===== config.mk =====
export PLATFORM = sky130hd
export DESIGN_NAME = sseg_scan_capture
export DESIGN_NICKNAME = d
export VERILOG_FILES = /design/src/rtl/sseg_codes_pkg.sv /design/src/rtl/sseg_pattern_decode.sv /design/src/rtl/sseg_scan_capture.sv
export SDC_FILE = /design/constraint.sdc
export NUM_CORES = 1
export LEC_CHECK = 0
export BUFFER_PORTS_ARGS = -buffer_cell sky130_fd_sc_hd__buf_2
export CAP_MARGIN = 5
export CORE_MARGIN = 8
export CORE_UTILIZATION = 61
export CTS_BUF_LIST = sky130_fd_sc_hd__clkbuf_2
export DETAILED_ROUTE_END_ITERATION = 6
export PLACE_DENSITY_LB_ADDON = 0.12
export SYNTH_ARGS = -nofsm -noshare
export SYNTH_HDL_FRONTEND = slang
export SYNTH_SLANG_ARGS = --single-unit

===== constraint.sdc =====
create_clock -name clk -period 3.2 [get_ports clk]
set_clock_uncertainty 0.15 [all_clocks]
set_input_delay 0.64 -clock clk [delete_from_list [all_inputs] [get_ports clk]]
set_output_delay 0.64 -clock clk [all_outputs]
set_load 0.03 [all_outputs]

===== src/rtl/sseg_codes_pkg.sv =====
// Shared constants for the seven-segment scan capture path: glyph codes,
// segment patterns (a..g = bit6..bit0, active low), anode slots and FSM states.
package sseg_codes_pkg;

  localparam int unsigned AN_W   = 3;
  localparam int unsigned SSEG_W = 8;
  localparam int unsigned CODE_W = 5;

  localparam logic [CODE_W-1:0] CODE_BLANK = 5'h12;
  localparam logic [CODE_W-1:0] CODE_DASH  = 5'h11;
  localparam logic [CODE_W-1:0] CODE_ERR   = 5'h1F;

  localparam logic [6:0] PAT_0     = 7'b0000001;
  localparam logic [6:0] PAT_1     = 7'b1001111;
  localparam logic [6:0] PAT_2     = 7'b0010010;
  localparam logic [6:0] PAT_3     = 7'b0000110;
  localparam logic [6:0] PAT_4     = 7'b1001100;
  localparam logic [6:0] PAT_5     = 7'b0100100;
  localparam logic [6:0] PAT_6     = 7'b0100000;
  localparam logic [6:0] PAT_7     = 7'b0001111;
  localparam logic [6:0] PAT_8     = 7'b0000000;
  localparam logic [6:0] PAT_9     = 7'b0000100;
  localparam logic [6:0] PAT_A     = 7'b0001000;
  localparam logic [6:0] PAT_B     = 7'b1100000;
  localparam logic [6:0] PAT_C     = 7'b0110001;
  localparam logic [6:0] PAT_D     = 7'b1000010;
  localparam logic [6:0] PAT_E     = 7'b0110000;
  localparam logic [6:0] PAT_F     = 7'b0111000;
  localparam logic [6:0] PAT_10    = 7'b1000001;
  localparam logic [6:0] PAT_DASH  = 7'b1111110;
  localparam logic [6:0] PAT_BLANK = 7'b1111111;
  localparam logic [6:0] PAT_13    = 7'b0001001;
  localparam logic [6:0] PAT_14    = 7'b1100010;
  localparam logic [6:0] PAT_15    = 7'b0011100;
  localparam logic [6:0] PAT_16    = 7'b1111001;
  localparam logic [6:0] PAT_17    = 7'b1001001;

  localparam logic [AN_W-1:0] AN_SLOT0 = 3'b110;
  localparam logic [AN_W-1:0] AN_SLOT1 = 3'b101;
  localparam logic [AN_W-1:0] AN_SLOT2 = 3'b011;

  localparam logic [1:0] ST_WAIT0 = 2'd0;
  localparam logic [1:0] ST_WAIT1 = 2'd1;
  localparam logic [1:0] ST_WAIT2 = 2'd2;

  typedef struct packed {
    logic [AN_W-1:0]   an;
    logic [SSEG_W-1:0] sseg;
  } scan_sample_t;

endpackage


===== src/rtl/sseg_pattern_decode.sv =====
// Combinational reverse decode of an active-low 7-segment pattern to a glyph code.
module sseg_pattern_decode
  import sseg_codes_pkg::*;
(
  input  logic [6:0]        pattern,
  output logic [CODE_W-1:0] code_c,
  output logic              err_c
);

  always_comb begin
    code_c = CODE_ERR;
    err_c  = 1'b0;
    case (pattern)
      PAT_0:     code_c = 5'h00;
      PAT_1:     code_c = 5'h01;
      PAT_2:     code_c = 5'h02;
      PAT_3:     code_c = 5'h03;
      PAT_4:     code_c = 5'h04;
      PAT_5:     code_c = 5'h05;
      PAT_6:     code_c = 5'h06;
      PAT_7:     code_c = 5'h07;
      PAT_8:     code_c = 5'h08;
      PAT_9:     code_c = 5'h09;
      PAT_A:     code_c = 5'h0A;
      PAT_B:     code_c = 5'h0B;
      PAT_C:     code_c = 5'h0C;
      PAT_D:     code_c = 5'h0D;
      PAT_E:     code_c = 5'h0E;
      PAT_F:     code_c = 5'h0F;
      PAT_10:    code_c = 5'h10;
      PAT_DASH:  code_c = CODE_DASH;
      PAT_BLANK: code_c = CODE_BLANK;
      PAT_13:    code_c = 5'h13;
      PAT_14:    code_c = 5'h14;
      PAT_15:    code_c = 5'h15;
      PAT_16:    code_c = 5'h16;
      PAT_17:    code_c = 5'h17;
      default:   err_c  = 1'b1;
    endcase
  end

endmodule


===== src/rtl/sseg_scan_capture.sv =====
// Monitors a 3-digit multiplexed seven-segment bus, qualifies each digit dwell,
// decodes it back to glyph codes and flags complete frames and staleness.
module sseg_scan_capture
  import sseg_codes_pkg::*;
#(
  parameter int unsigned SETTLE_CYCLES = 4,
  parameter int unsigned TIMEOUT_W     = 20
) (
  input  logic              clk,
  input  logic              reset,
  input  logic [AN_W-1:0]   an_in,
  input  logic [SSEG_W-1:0] sseg_in,
  output logic [CODE_W-1:0] hex2,
  output logic [CODE_W-1:0] hex1,
  output logic [CODE_W-1:0] hex0,
  output logic [2:0]        dp_out,
  output logic [2:0]        en_out,
  output logic [2:0]        code_err,
  output logic              frame_valid,
  output logic              stale
);

  localparam int unsigned CNT_W = 8;
  localparam logic [CNT_W-1:0]     SETTLE_MAX = CNT_W'(SETTLE_CYCLES);
  localparam logic [TIMEOUT_W-1:0] TO_MAX     = '1;

  scan_sample_t         samp;
  scan_sample_t         sample_c;
  logic [CNT_W-1:0]     settle_cnt;
  logic                 same_c;
  logic                 slot_ok_c;
  logic [2:0]           slot_oh_c;
  logic                 capture_c;
  logic [CODE_W-1:0]    dec_code_c;
  logic                 dec_err_c;
  logic [1:0]           state_q;
  logic [1:0]           state_d;
  logic                 frame_done_c;
  logic [TIMEOUT_W-1:0] to_cnt;
  logic [TIMEOUT_W-1:0] to_cnt_next_c;

  assign sample_c = {an_in, sseg_in};
  assign same_c   = (sample_c == samp);

  // Slot select from the registered anode; only a single low anode is a digit
  always_comb begin
    slot_ok_c = 1'b1;
    slot_oh_c = 3'b000;
    case (samp.an)
      AN_SLOT0: slot_oh_c = 3'b001;
      AN_SLOT1: slot_oh_c = 3'b010;
      AN_SLOT2: slot_oh_c = 3'b100;
      default:  slot_ok_c = 1'b0;
    endcase
  end

  // Fires only on the transition into saturation, so one capture per dwell
  assign capture_c = same_c && slot_ok_c && (settle_cnt == SETTLE_MAX - CNT_W'(1));

  sseg_pattern_decode u_decode (
    .pattern (samp.sseg[6:0]),
    .code_c  (dec_code_c),
    .err_c   (dec_err_c)
  );

  always_ff @(posedge clk) begin
    if (reset) begin
      samp       <= '0;
      settle_cnt <= '0;
    end else begin
      samp <= sample_c;
      if (!same_c)
        settle_cnt <= '0;
      else if (settle_cnt != SETTLE_MAX)
        settle_cnt <= settle_cnt + CNT_W'(1);
    end
  end

  always_ff @(posedge clk) begin
    if (reset) state_q <= ST_WAIT0;
    else       state_q <= state_d;
  end

  // Frame sequencing: slots must be captured 0, 1, 2 back to back
  always_comb begin
    state_d      = state_q;
    frame_done_c = 1'b0;
    if (capture_c) begin
      state_d = ST_WAIT0;
      if (slot_oh_c[0])
        state_d = ST_WAIT1;
      else if (slot_oh_c[1] && state_q == ST_WAIT1)
        state_d = ST_WAIT2;
      else if (slot_oh_c[2] && state_q == ST_WAIT2)
        frame_done_c = 1'b1;
    end
  end

  always_ff @(posedge clk) begin
    if (reset) begin
      hex2        <= CODE_BLANK;
      hex1        <= CODE_BLANK;
      hex0        <= CODE_BLANK;
      dp_out      <= '0;
      en_out      <= '0;
      code_err    <= '0;
      frame_valid <= 1'b0;
    end else begin
      frame_valid <= frame_done_c;
      if (capture_c) begin
        if (slot_oh_c[0]) hex2 <= dec_code_c;
        if (slot_oh_c[1]) hex1 <= dec_code_c;
        if (slot_oh_c[2]) hex0 <= dec_code_c;
        dp_out   <= (dp_out & ~slot_oh_c)   | (slot_oh_c & {3{~samp.sseg[7]}});
        en_out   <= (en_out & ~slot_oh_c)   | (slot_oh_c & {3{samp.sseg[6:0] != PAT_BLANK}});
        code_err <= (code_err & ~slot_oh_c) | (slot_oh_c & {3{dec_err_c}});
      end
    end
  end

  always_comb begin
    to_cnt_next_c = to_cnt;
    if (frame_valid)
      to_cnt_next_c = '0;
    else if (to_cnt != TO_MAX)
      to_cnt_next_c = to_cnt + TIMEOUT_W'(1);
  end

  always_ff @(posedge clk) begin
    if (reset) begin
      to_cnt <= '0;
      stale  <= 1'b0;
    end else begin
      to_cnt <= to_cnt_next_c;
      stale  <= (to_cnt_next_c == TO_MAX);
    end
  end

endmodule

# Word level (Yosys, flattened, before mapping)
# Index checks and enable logic that the tools add are counted.
dict set report classes {
  n_addsub 2
  eq_ne 34
  mux 9
  n_bitwise 13
  n_reduce_logical 12
}
# operator n
set op_table {}
lappend op_table {{$pmux 5 s24} 1}
lappend op_table {{$eq 7x7->1 const B} 10}
lappend op_table {{$mux 20} 2}
lappend op_table {{$eq 7x6->1 const B} 5}
lappend op_table {{$reduce_or 24->1} 1}
lappend op_table {{$eq 7x4->1 const B} 3}
lappend op_table {{$add 20x1->20 const B} 1}
lappend op_table {{$eq 20x20->1 const B} 1}
lappend op_table {{$ne 20x20->1 const B} 1}
lappend op_table {{$and 3x3->3} 6}
lappend op_table {{$eq 7x3->1 const B} 2}
lappend op_table {{$eq 7x5->1 const B} 2}
lappend op_table {{$eq 11x11->1} 1}
lappend op_table {{$or 3x3->3} 3}
lappend op_table {{$pmux 3 s3} 1}
lappend op_table {{$add 8x1->8 const B} 1}
lappend op_table {{$eq 8x2->1 const B} 1}
lappend op_table {{$ne 8x3->1 const B} 1}
lappend op_table {{$eq 7x1->1 const B} 1}
lappend op_table {{$logic_not 7->1} 1}
lappend op_table {{$ne 7x7->1 const B} 1}
lappend op_table {{$eq 3x3->1 const B} 2}
lappend op_table {{$reduce_and 2->1} 3}
lappend op_table {{$logic_and 1x1->1} 4}
lappend op_table {{10 further kinds} 15}
dict set report totals {
  regBits 67
  output_inout_bits 26
  word_cells 83
}

# Depth between registers and ports, before layout
# Gate-level depths: netlist (run 1).
dict set report logic_depth {
  word_depth 7
  mapped_depth 10
  mapped_depth_nobuf 7
}

# Cells and area by module
# From an unflattened synthesis (run 1), not the netlist that was laid out.
dict set report hier_totals {
  cells_unflattened 414
  hier_area_um2 3623.5
}
# mod n_inst cells_each area_each_um2 seq_area_each_um2
set modules_own_cells {}
lappend modules_own_cells {sseg_scan_capture 1 324 3022.9 1341.3}
lappend modules_own_cells {sseg_pattern_decode 1 90 600.6 0.0}

# Worst setup path before layout (run 1)
# OpenSTA, ideal clock, no wires.
dict set report synth_path {
  kind {flip-flop to flip-flop}
  startpoint {reg to_cnt[0]}
  endpoint {reg stale}
  setup_ns 0.088
  arrival_time_ns 2.325
  required_ns 2.962
  path_slack_ns 0.637
  stages_incl_launch_ff 11
  path_buffers 3
  cell_sequence {dfxtp_1 > ha_1 > buf_6 > and4_1 > buf_4 > and4_1 > buf_6 > a311oi_1 > or3_1 > or4_1 > nor4_2}
}
dict set report synth_between {
  elab_chain_cells 4
}
# element line
set synth_rtl {}
lappend synth_rtl {{start: declaration} sseg_scan_capture.sv:39} ;# logic [TIMEOUT_W-1:0] to_cnt;
lappend synth_rtl {{start signal: assignment} sseg_scan_capture.sv:134} ;# to_cnt <= to_cnt_next_c;
lappend synth_rtl {{$add 20x1->20 / $ne 20x20->1 (equally long branches)} {sseg_scan_capture.sv:126, sseg_scan_capture.sv:125}}
lappend synth_rtl {{$mux 20 *} sseg_scan_capture.sv:125} ;# else if (to_cnt != TO_MAX)
lappend synth_rtl {{$mux 20 *} sseg_scan_capture.sv:123} ;# if (frame_valid)
lappend synth_rtl {{$eq 20x20->1 *} sseg_scan_capture.sv:135} ;# stale <= (to_cnt_next_c == TO_MAX);
lappend synth_rtl {{end signal: assignment} sseg_scan_capture.sv:135}
lappend synth_rtl {{end: declaration} sseg_scan_capture.sv:20} ;# output logic stale
# Mark *: on every way between the ends. The rest lies on a longest branch, timed or not.
# A chain may end at the register's enable or synchronous reset.

# Worst setup path after layout (run 1)
# Ends and elaborated chain as after synthesis.

==> flow_summary.ini, run 1 <==
[run_status]
outcome = completed

[yosys]
synth_area_leaders = dfxtp_1 (38%), xnor2_1 (4.7%), nor2_1 (4.2%), a21oi_1 (3.5%), nor2b_1 (3.3%)
synth_seq_cells = 67
synth_warnings = 0
synth.top_cell.area_share_pct = 37.7
synth_nets = 444
synth_cell_types = 56
synth_edf_count = 0
synth_ff_type = dfxtp_1
syn_avg_cell_area_sq_um = 8.31
netlist_area_sq_um = 3560
synthArstFlopShare_pct = 0
syn_inst = 428
synth_top_area_cell = dfxtp_1
ys_seq_area_share_pct = 37.7

[grt]
antenna_found_initial = 0
globalRoute.totalOverflow = 0
grt_pass1_wl_microns = 13500
grt_max_degree = 50
grt_pass1_vias = 2853
track_usage_pct = 19.3

[route]
drtAntennaViolNets = 0
vias = 3223
finalWirelength_microns = 8190
drt_iter0_markers = 223
dr.pass1.iters = 5
post_drt_wl_per_cell_microns = 15.5
routed_via_density = 6.09
drc = 0

[clocking]
clk_pin_slew_ps = 190
cts_buffers = 9
cts_resized = 0
hold_buffers = 0
clock-root-buffer = clkbuf_2
cts_sinks = 67
clk_latency_ps = 500
h-tree-depth = 3
cts_tree = done
post_cts_buffers = 0
ctsLongestPathBuffers = 2

[timing]
relSlewSlack_pct = 60.4
layout_min_cycle_time_ps = 2900
slew_viol_final = 0
setup_viol = 0
fmax_mhz = 345
rsz0062_at_grt = false
period_share_pct = 90.6
tightest_slew_ps = 593
timing_hold_violations_final = 0
fin_tns_setup_ps = 0

[setup_path]
path_class = reg2reg
critPathMostFrequentCell = and4_1
endpoint_kind = flip-flop
worstPathRequired_ps = 3490
critical_path.max_fanout = 8
crit_path_start_kind = flip-flop
cp.arrival_ps = 3190
slowest_delay_ps = 470
slowest_stage = dfxtp_1
path_cells = ha_1 > and4_1 > and4_1 > a311oi_1 > or3_1 > or4_1 > nor4_2

[job]
drv_cap = 0

[min_path]
hold_path.class = in2reg

[placed_design]
place.gp.congestion = 0.923
placed_cells = 513
io_buffer_count = 38
postPlaceCellArea_sq_um = 3720
dp_hpwl_microns = 5760

[power_and_ir_drop]
pwr-share-clk_pct = 42.3
switching_share_pct = 23.6
intPower_mw = 1.31
power_density_nw_per_um2 = 439
p_comb_share_pct = 6.6
p_sw_mw = 0.406
p_seq_share_pct = 51.0
vdd_drop_max_mv = 0.306
p_leak_nw = 1.45

[finish]
diodes = 0
final_area_sq_um = 3910
fin_nets = 465
layout-drive-gt1-share_pct = 15.0
final_cells = 529
areaGrowthSynthToFinish_pct = 9.85
finish.utilization_pct = 67.6

[floorplanning]
io-pin-count = 39
start_util_pct = 61.6
die_x_microns = 92.4
core-area_sq_um = 5780
fp.dieArea_sq_um = 8530
std_cell_rows = 28
fp.dieH_microns = 92.4
-- cells in the final DEF, fill, tap and decap left out, types with 8 or more instances in the layout --
master and instances:
dfxtp_1 67, nor2_1 40, buf_2 38, a21oi_1 25, nand2_1 24, nand3_1 20
xnor2_1 19, nor2b_1 19, nand4_1 15, nor3_1 14, a211oi_1 13, nand3b_1 11
xor2_1 11, inv_1 10, clkbuf_2 9, or4_1 8, nor4_1 8, and4_1 8
-- critical path, delay by kind of cell, from the launching register on --
kind	cells	cell delay [ps]
flip-flops	1	470
adder cells (fa/ha/maj)	1	330
AO/OA/AOI/OAI	1	140
AND/OR/NAND/NOR	5	1760
-- synth_stat cells, types with 2 or more instances --
cell type / count
nand2_1: 24
nor2b_1: 19
buf_2: 2
nand4_1: 15
or2_2: 4
a31oi_1: 6
mux2_2: 2
a211o_1: 4
nor3b_1: 3
nand3_1: 20
dfxtp_1: 67
buf_4: 2
a2111oi_1: 2
a211oi_1: 13
nand3b_1: 11
and3_1: 5
nand2b_1: 5
xor2_1: 11
inv_1: 10
xnor2_1: 19
nor4_1: 8
a21o_1: 2
a41oi_1: 2
o31ai_1: 3
clkbuf_1: 25
or4_1: 8
nor2_1: 40
mux2i_1: 4
and4_1: 8
o32ai_1: 2
a21oi_1: 25
o21ai_0: 7
o21bai_1: 4
nor3_1: 14
buf_6: 2
nor4b_1: 2
and2_1: 4
ha_1: 3
or3_1: 4
-- cells by family (layout without fill, tap and decap cells) --
| group | Yosys count | count (layout) | share of synthesized area, % |
|---|---|---|---|
| AOI/OAI and AO/OA | 79 | 79 | 14.9 |
| xor gates and xnor gates | 30 | 30 | 7.38 |
| adders and majority gates | 3 | 3 | 1.05 |
| buffers and inverters | 41 | 67 | 5.03 |
| DFF | 67 | 67 | 37.7 |
| muxes | 6 | 6 | 1.76 |
| and+or+nand+nor | 202 | 202 | 32.1 |
-- path summary, 6_finish.rpt --
check,start,end,slack [ps],cells past startpoint
min,sseg_in[3],samp[3]$_SDFF_PP0_,220,2
max,to_cnt[0]$_SDFF_PP0_,stale$_SDFF_PP0_,300,7
max reg2reg,to_cnt[0]$_SDFF_PP0_,stale$_SDFF_PP0_,300,7
min reg2reg,flip-flop,flip-flop,310,2
-- power by group through the flow --
stage | sequential, mW | combinational (mW) | clock, mW
3_3_place_gp | 0.891 | 0.112 | 0
4_1_cts | 0.876 | 0.114 | 0.734
6_report | 0.876 | 0.114 | 0.727
5_1_grt | 0.880 | 0.125 | 0.787
3_5_place_dp | 0.892 | 0.113 | 0
2_1_floorplan | 0.871 | 0.104 | 0
-- routing by layer --
layer	vias up	track usage, %	routed length, microns
met3	13	5.26	518
met5	-	0	0
met2	106	28.9	3580
met1	1496	25.8	3960
li1	1608	-	-
met4	0	7.65	140
-- per-stage QoR --
step	power, mW	setup slack (ps)	hold slack (ps)
6_report	1.72	301	217
3_5_place_dp	1.00	371	293
4_1_cts	1.72	332	205
3_3_place_gp	1.00	483	286
5_1_grt	1.79	142	162
2_1_floorplan	0.975	637	270
-- area by class of cell --
cell class | count | area (sq um)
Multi-Input combinational cell | 320 | 2040
Fill cell | 505 | 1870
Sequential cell | 67 | 1340
Timing Repair Buffer | 41 | 213
Clock inverter | 7 | 140
Tap cell | 75 | 93.8
Clock buffer | 9 | 45.0
Inverter | 10 | 37.5
Note: power is estimated with default switching activity, not from simulation.
==> run 2: changes to the inputs <==
--- a/config.mk
+++ b/config.mk
@@ -11,6 +11,7 @@
 export CORE_UTILIZATION = 61
 export CTS_BUF_LIST = sky130_fd_sc_hd__clkbuf_2
 export DETAILED_ROUTE_END_ITERATION = 6
+export GPL_TIMING_DRIVEN = 0
 export PLACE_DENSITY_LB_ADDON = 0.12
 export SYNTH_ARGS = -nofsm -noshare
 export SYNTH_HDL_FRONTEND = slang
==> flow_summary.ini, run 2 (synthesis gave the netlist of run 1 again) <==
[clocking]
cts_sinks = 67
ctsLongestPathBuffers = 2
cts_resized = 0
post_cts_buffers = 0
hold_buffers = 0
clock-root-buffer = clkbuf_2
h-tree-depth = 3
cts_buffers = 9
cts_tree = done
clk_latency_ps = 500
clk_pin_slew_ps = 180

[grt]
grt_pass1_wl_microns = 14400
track_usage_pct = 20.6
antenna_found_initial = 0
grt_pass1_vias = 3061
grt_max_degree = 12
globalRoute.totalOverflow = 0

[route]
drtAntennaViolNets = 0
drc = 0
finalWirelength_microns = 8700
routed_via_density = 6.07
drt_iter0_markers = 208
post_drt_wl_per_cell_microns = 15.7
dr.pass1.iters = 5
vias = 3377

[finish]
diodes = 0
layout_commonest_cell = dfxtp_1
final_cell_mix = dfxtp_1 (67), nor2_1 (40), buf_2 (40)
fin_nets = 493
areaGrowthSynthToFinish_pct = 10.3
layout-drive-gt1-share_pct = 14.8
final_cells = 556

[floorplanning]
fp.dieArea_sq_um = 8530
io-pin-count = 39
core-area_sq_um = 5780
std_cell_rows = 28
fp.dieH_microns = 92.4
start_util_pct = 61.6
die_x_microns = 92.4

[setup_path]
cp.arrival_ps = 3180
path_class = reg2reg
crit_path_start_kind = flip-flop
path_cells = ha_1 > buf_6 > and4_1 > buf_4 > and4_1 > buf_6 > a311oi_1 > or3_1 > or4_1 > nor4_2
critical_path.max_fanout = 8
slowest_stage = dfxtp_1
worstPathRequired_ps = 3480
endpoint_kind = flip-flop
slowest_delay_ps = 500

[power_and_ir_drop]
p_sw_mw = 0.405
power_density_nw_per_um2 = 358
vdd_drop_max_mv = 0.252
p_leak_nw = 1.46
pwr-share-clk_pct = 28.7
intPower_mw = 1.00
p_seq_share_pct = 61.0
p_total_mw = 1.41
p_comb_share_pct = 10.3
switching_share_pct = 28.8

[timing]
layout_min_cycle_time_ps = 2900
period_share_pct = 90.6
setup_viol = 0
timing_hold_violations_final = 0
whs_ps = 206
relSlewSlack_pct = 57.4
tightest_slew_ps = 631
rsz0062_at_grt = false
fmax_mhz = 345
fin_tns_setup_ps = 0
slew_viol_final = 0

[job]
drv_cap = 0

[placed_design]
dp_hpwl_microns = 6400
placed_cells = 541
place.gp.congestion = 0.912
io_buffer_count = 38

[run_status]
outcome = completed

[min_path]
hold_path.class = in2reg
## run 2: cell types whose count changed in the layout (fill, tap and decap cells not counted)
| cell | change |
|---|---|
| buf_6 | +2 |
| buf_4 | -1 |
| clkinv_1 | -1 |
| buf_2 | +2 |
| clkbuf_2 | +1 |
| bufinv_16 | -4 |
| clkinv_2 | +3 |
| clkbuf_1 | +25 |
## run 2: per-stage QoR
stage                     setup WS [ps]  utilization, %  area [sq um]
after floorplan                     637               -          3560
after global placement              375            66.5          3840
after detailed placement            391            66.5          3840
after CTS                           322            67.9          3920
after global routing               81.8            67.9          3920
final                               302            67.9          3920
## run 2: path summary, 6_finish.rpt
kind         slack (ps)  depth (start not counted)                    start                     end
max reg2reg         300                         10     to_cnt[0]$_SDFF_PP0_        stale$_SDFF_PP0_
min reg2reg         320                          1  state_q[0]$_SDFFE_PP0N_  frame_valid$_SDFF_PP0_
min                 210                          2               sseg_in[0]      samp[0]$_SDFF_PP0_
max                 300                         10     to_cnt[0]$_SDFF_PP0_        stale$_SDFF_PP0_
## run 2: cell type report
type	instances	area (sq um)
clock buffers	10	50.0
clock inverters	5	31.3
well taps	75	93.8
flip-flops and latches	67	1340
inverters	10	37.5
plain buffers	31	141
repair buffers	38	190
multi-input cells	320	2040
fillers	544	1860
## run 2: power groups by stage
| stage | clock network [mW] | logic (mW) | registers [mW] |
|---|---|---|---|
| 2_1_floorplan | 0 | 0.104 | 0.871 |
| 3_3_place_gp | 0 | 0.139 | 0.874 |
| 3_5_place_dp | 0 | 0.143 | 0.874 |
| 4_1_cts | 0.414 | 0.143 | 0.857 |
| 5_1_grt | 0.446 | 0.161 | 0.859 |
| 6_report | 0.403 | 0.145 | 0.857 |
## run 2: worst max-delay path, delay by kind of cell, from the launching register on
family,cells,cell delay [ps]
AO/OA/AOI/OAI,1,100
buffers and inverters,3,390
AND/OR/NAND/NOR,5,1480
flip-flops,1,500
adder cells (fa/ha/maj),1,210
## run 2: routing by layer
metal	global-route usage (%)	part of all wire [%]	vias to the layer above
met1	27.5	48	1571
li1	-	-	1658
met5	0	0	-
met4	5.64	1.0	0
met2	31.8	44	138
met3	5.74	7.5	10
==> run 3: changes to the inputs <==
--- a/config.mk
+++ b/config.mk
@@ -12,7 +12,9 @@
 export CTS_BUF_LIST = sky130_fd_sc_hd__clkbuf_2
 export DETAILED_ROUTE_END_ITERATION = 6
 export GPL_TIMING_DRIVEN = 0
+export MAX_ROUTING_LAYER = met4
 export PLACE_DENSITY_LB_ADDON = 0.12
+export RECOVER_POWER = 50
 export SYNTH_ARGS = -nofsm -noshare
 export SYNTH_HDL_FRONTEND = slang
 export SYNTH_SLANG_ARGS = --single-unit
==> flow_summary.ini, run 3 (synthesis gave the netlist of run 1 again) <==
[route]
drt_iter0_markers = 152
finalWirelength_microns = 8900
drc = 0
drtAntennaViolNets = 0
post_drt_wl_per_cell_microns = 16.0
routed_via_density = 5.94
vias = 3308
dr.pass1.iters = 4

[clocking]
cts_buffers = 9
cts_resized = 0
ctsLongestPathBuffers = 2
clk_pin_slew_ps = 210
clock-root-buffer = clkbuf_2
hold_buffers = 0
cts_tree = done
clk_latency_ps = 500
cts_sinks = 67
h-tree-depth = 3
post_cts_buffers = 0

[timing]
fmax_mhz = 340
setup_viol = 0
rsz0062_at_grt = false
tightest_slew_ps = 653
fin_ws_ps = 256
layout_min_cycle_time_ps = 2940
period_share_pct = 92.0
slew_viol_final = 0
relSlewSlack_pct = 56.2
timing_hold_violations_final = 0
fin_tns_setup_ps = 0

[setup_path]
crit_path_start_kind = flip-flop
path_cells = ha_1 > buf_6 > and4_1 > buf_4 > and4_1 > buf_6 > a311oi_1 > or3_1 > or4_1 > nor4_2
critical_path_buf_inv_count = 3
path_delay_family = simple AND/OR/NAND/NOR gates
slowest_stage = dfxtp_1
endpoint_kind = flip-flop
path_class = reg2reg
critical_path.max_fanout = 8
worstPathRequired_ps = 3470
cp.arrival_ps = 3220
slowest_delay_ps = 490

[placed_design]
placed_cells = 541
place.gp.congestion = 0.924
dp_hpwl_microns = 6570
postPlaceCellArea_sq_um = 3840
post-place-ws_ps = 292
io_buffer_count = 38

[floorplanning]
die_x_microns = 92.4
start_util_pct = 61.6
core-area_sq_um = 5780
std_cell_rows = 28
fp.dieArea_sq_um = 8530
io-pin-count = 39
fp.dieH_microns = 92.4

[finish]
fin_nets = 493
register_area_sq_um = 1340
layout-drive-gt1-share_pct = 9.13
final_cell_mix = dfxtp_1 (67), clkbuf_1 (52), nor2_1 (40)
final_cells = 557
fill_cells = 512
final_area_sq_um = 3950
layout_commonest_cell = dfxtp_1
finish.utilization_pct = 68.4
diodes = 0
areaGrowthSynthToFinish_pct = 11.1
multi_input_area_sq_um = 2040

[power_and_ir_drop]
power_density_nw_per_um2 = 406
vdd_drop_max_mv = 0.320
p_leak_nw = 1.39

[run_status]
outcome = completed

[grt]
track_usage_pct = 22.1
grt_pass1_vias = 3096
globalRoute.totalOverflow = 0
grt_pass1_wl_microns = 15000
grt_max_degree = 14
antenna_found_initial = 0

[min_path]
hold_path.class = in2reg

[job]
drv_cap = 0
## run 3: cell count changes in the layout (fill, tap and decap cells not counted), sizes merged
cell and change:
clkbuf +26, bufinv +2, clkinv -2, inv +2, buf -27
## run 3: final cells by class
class	instances	share of cell area, %
clock inverters	7	2.50
flip-flops and latches	67	33.9
clock buffers	9	1.14
plain buffers	31	3.58
inverters	10	0.950
repair buffers	38	3.96
multi-input cells	320	51.6
well taps	75	2.37
## run 3: worst register-to-register path, stage by stage (launching register included)
cell and delay, ps:
dfxtp_1 490, ha_1 200, buf_6 130, and4_1 180
buf_4 140, and4_1 220, buf_6 120, a311oi_1 110
or3_1 400, or4_1 460, nor4_2 270
## run 3: path summary, 6_finish.rpt
check | cells past startpoint | slack, ps | start | endpoint
setup / recovery | 10 | 260 | to_cnt[0]$_SDFF_PP0_ | stale$_SDFF_PP0_
hold / removal | 2 | 210 | an_in[2] | samp[10]$_SDFF_PP0_
setup reg to reg | 10 | 260 | to_cnt[0]$_SDFF_PP0_ | stale$_SDFF_PP0_
hold reg to reg | 2 | 330 | flip-flop | flip-flop
## run 3: stage by stage
step	hold slack (ps)	power [mW]
finish	209	1.60
global route	177	1.66
CTS	178	1.61
detailed placement	298	1.02
global placement	290	1.01
floorplan	270	0.975
## run 3: routing by layer
metal	GRT usage [%]	share of wire, %	vias up
li1	-	-	1652
met1	28.3	49	1554
met2	33.6	44	94
met3	5.66	6.1	8
met4	6.04	0.85	0
met5	-	0	-
## run 3: power by group
part | total (mW) | leakage, nW | internal (mW) | switching, mW
clock network | 0.603 | 0.0829 | 0.264 | 0.339
registers | 0.858 | 0.543 | 0.847 | 0.0112
logic | 0.143 | 0.761 | 0.0557 | 0.0878
total | 1.60 | 1.39 | 1.17 | 0.438
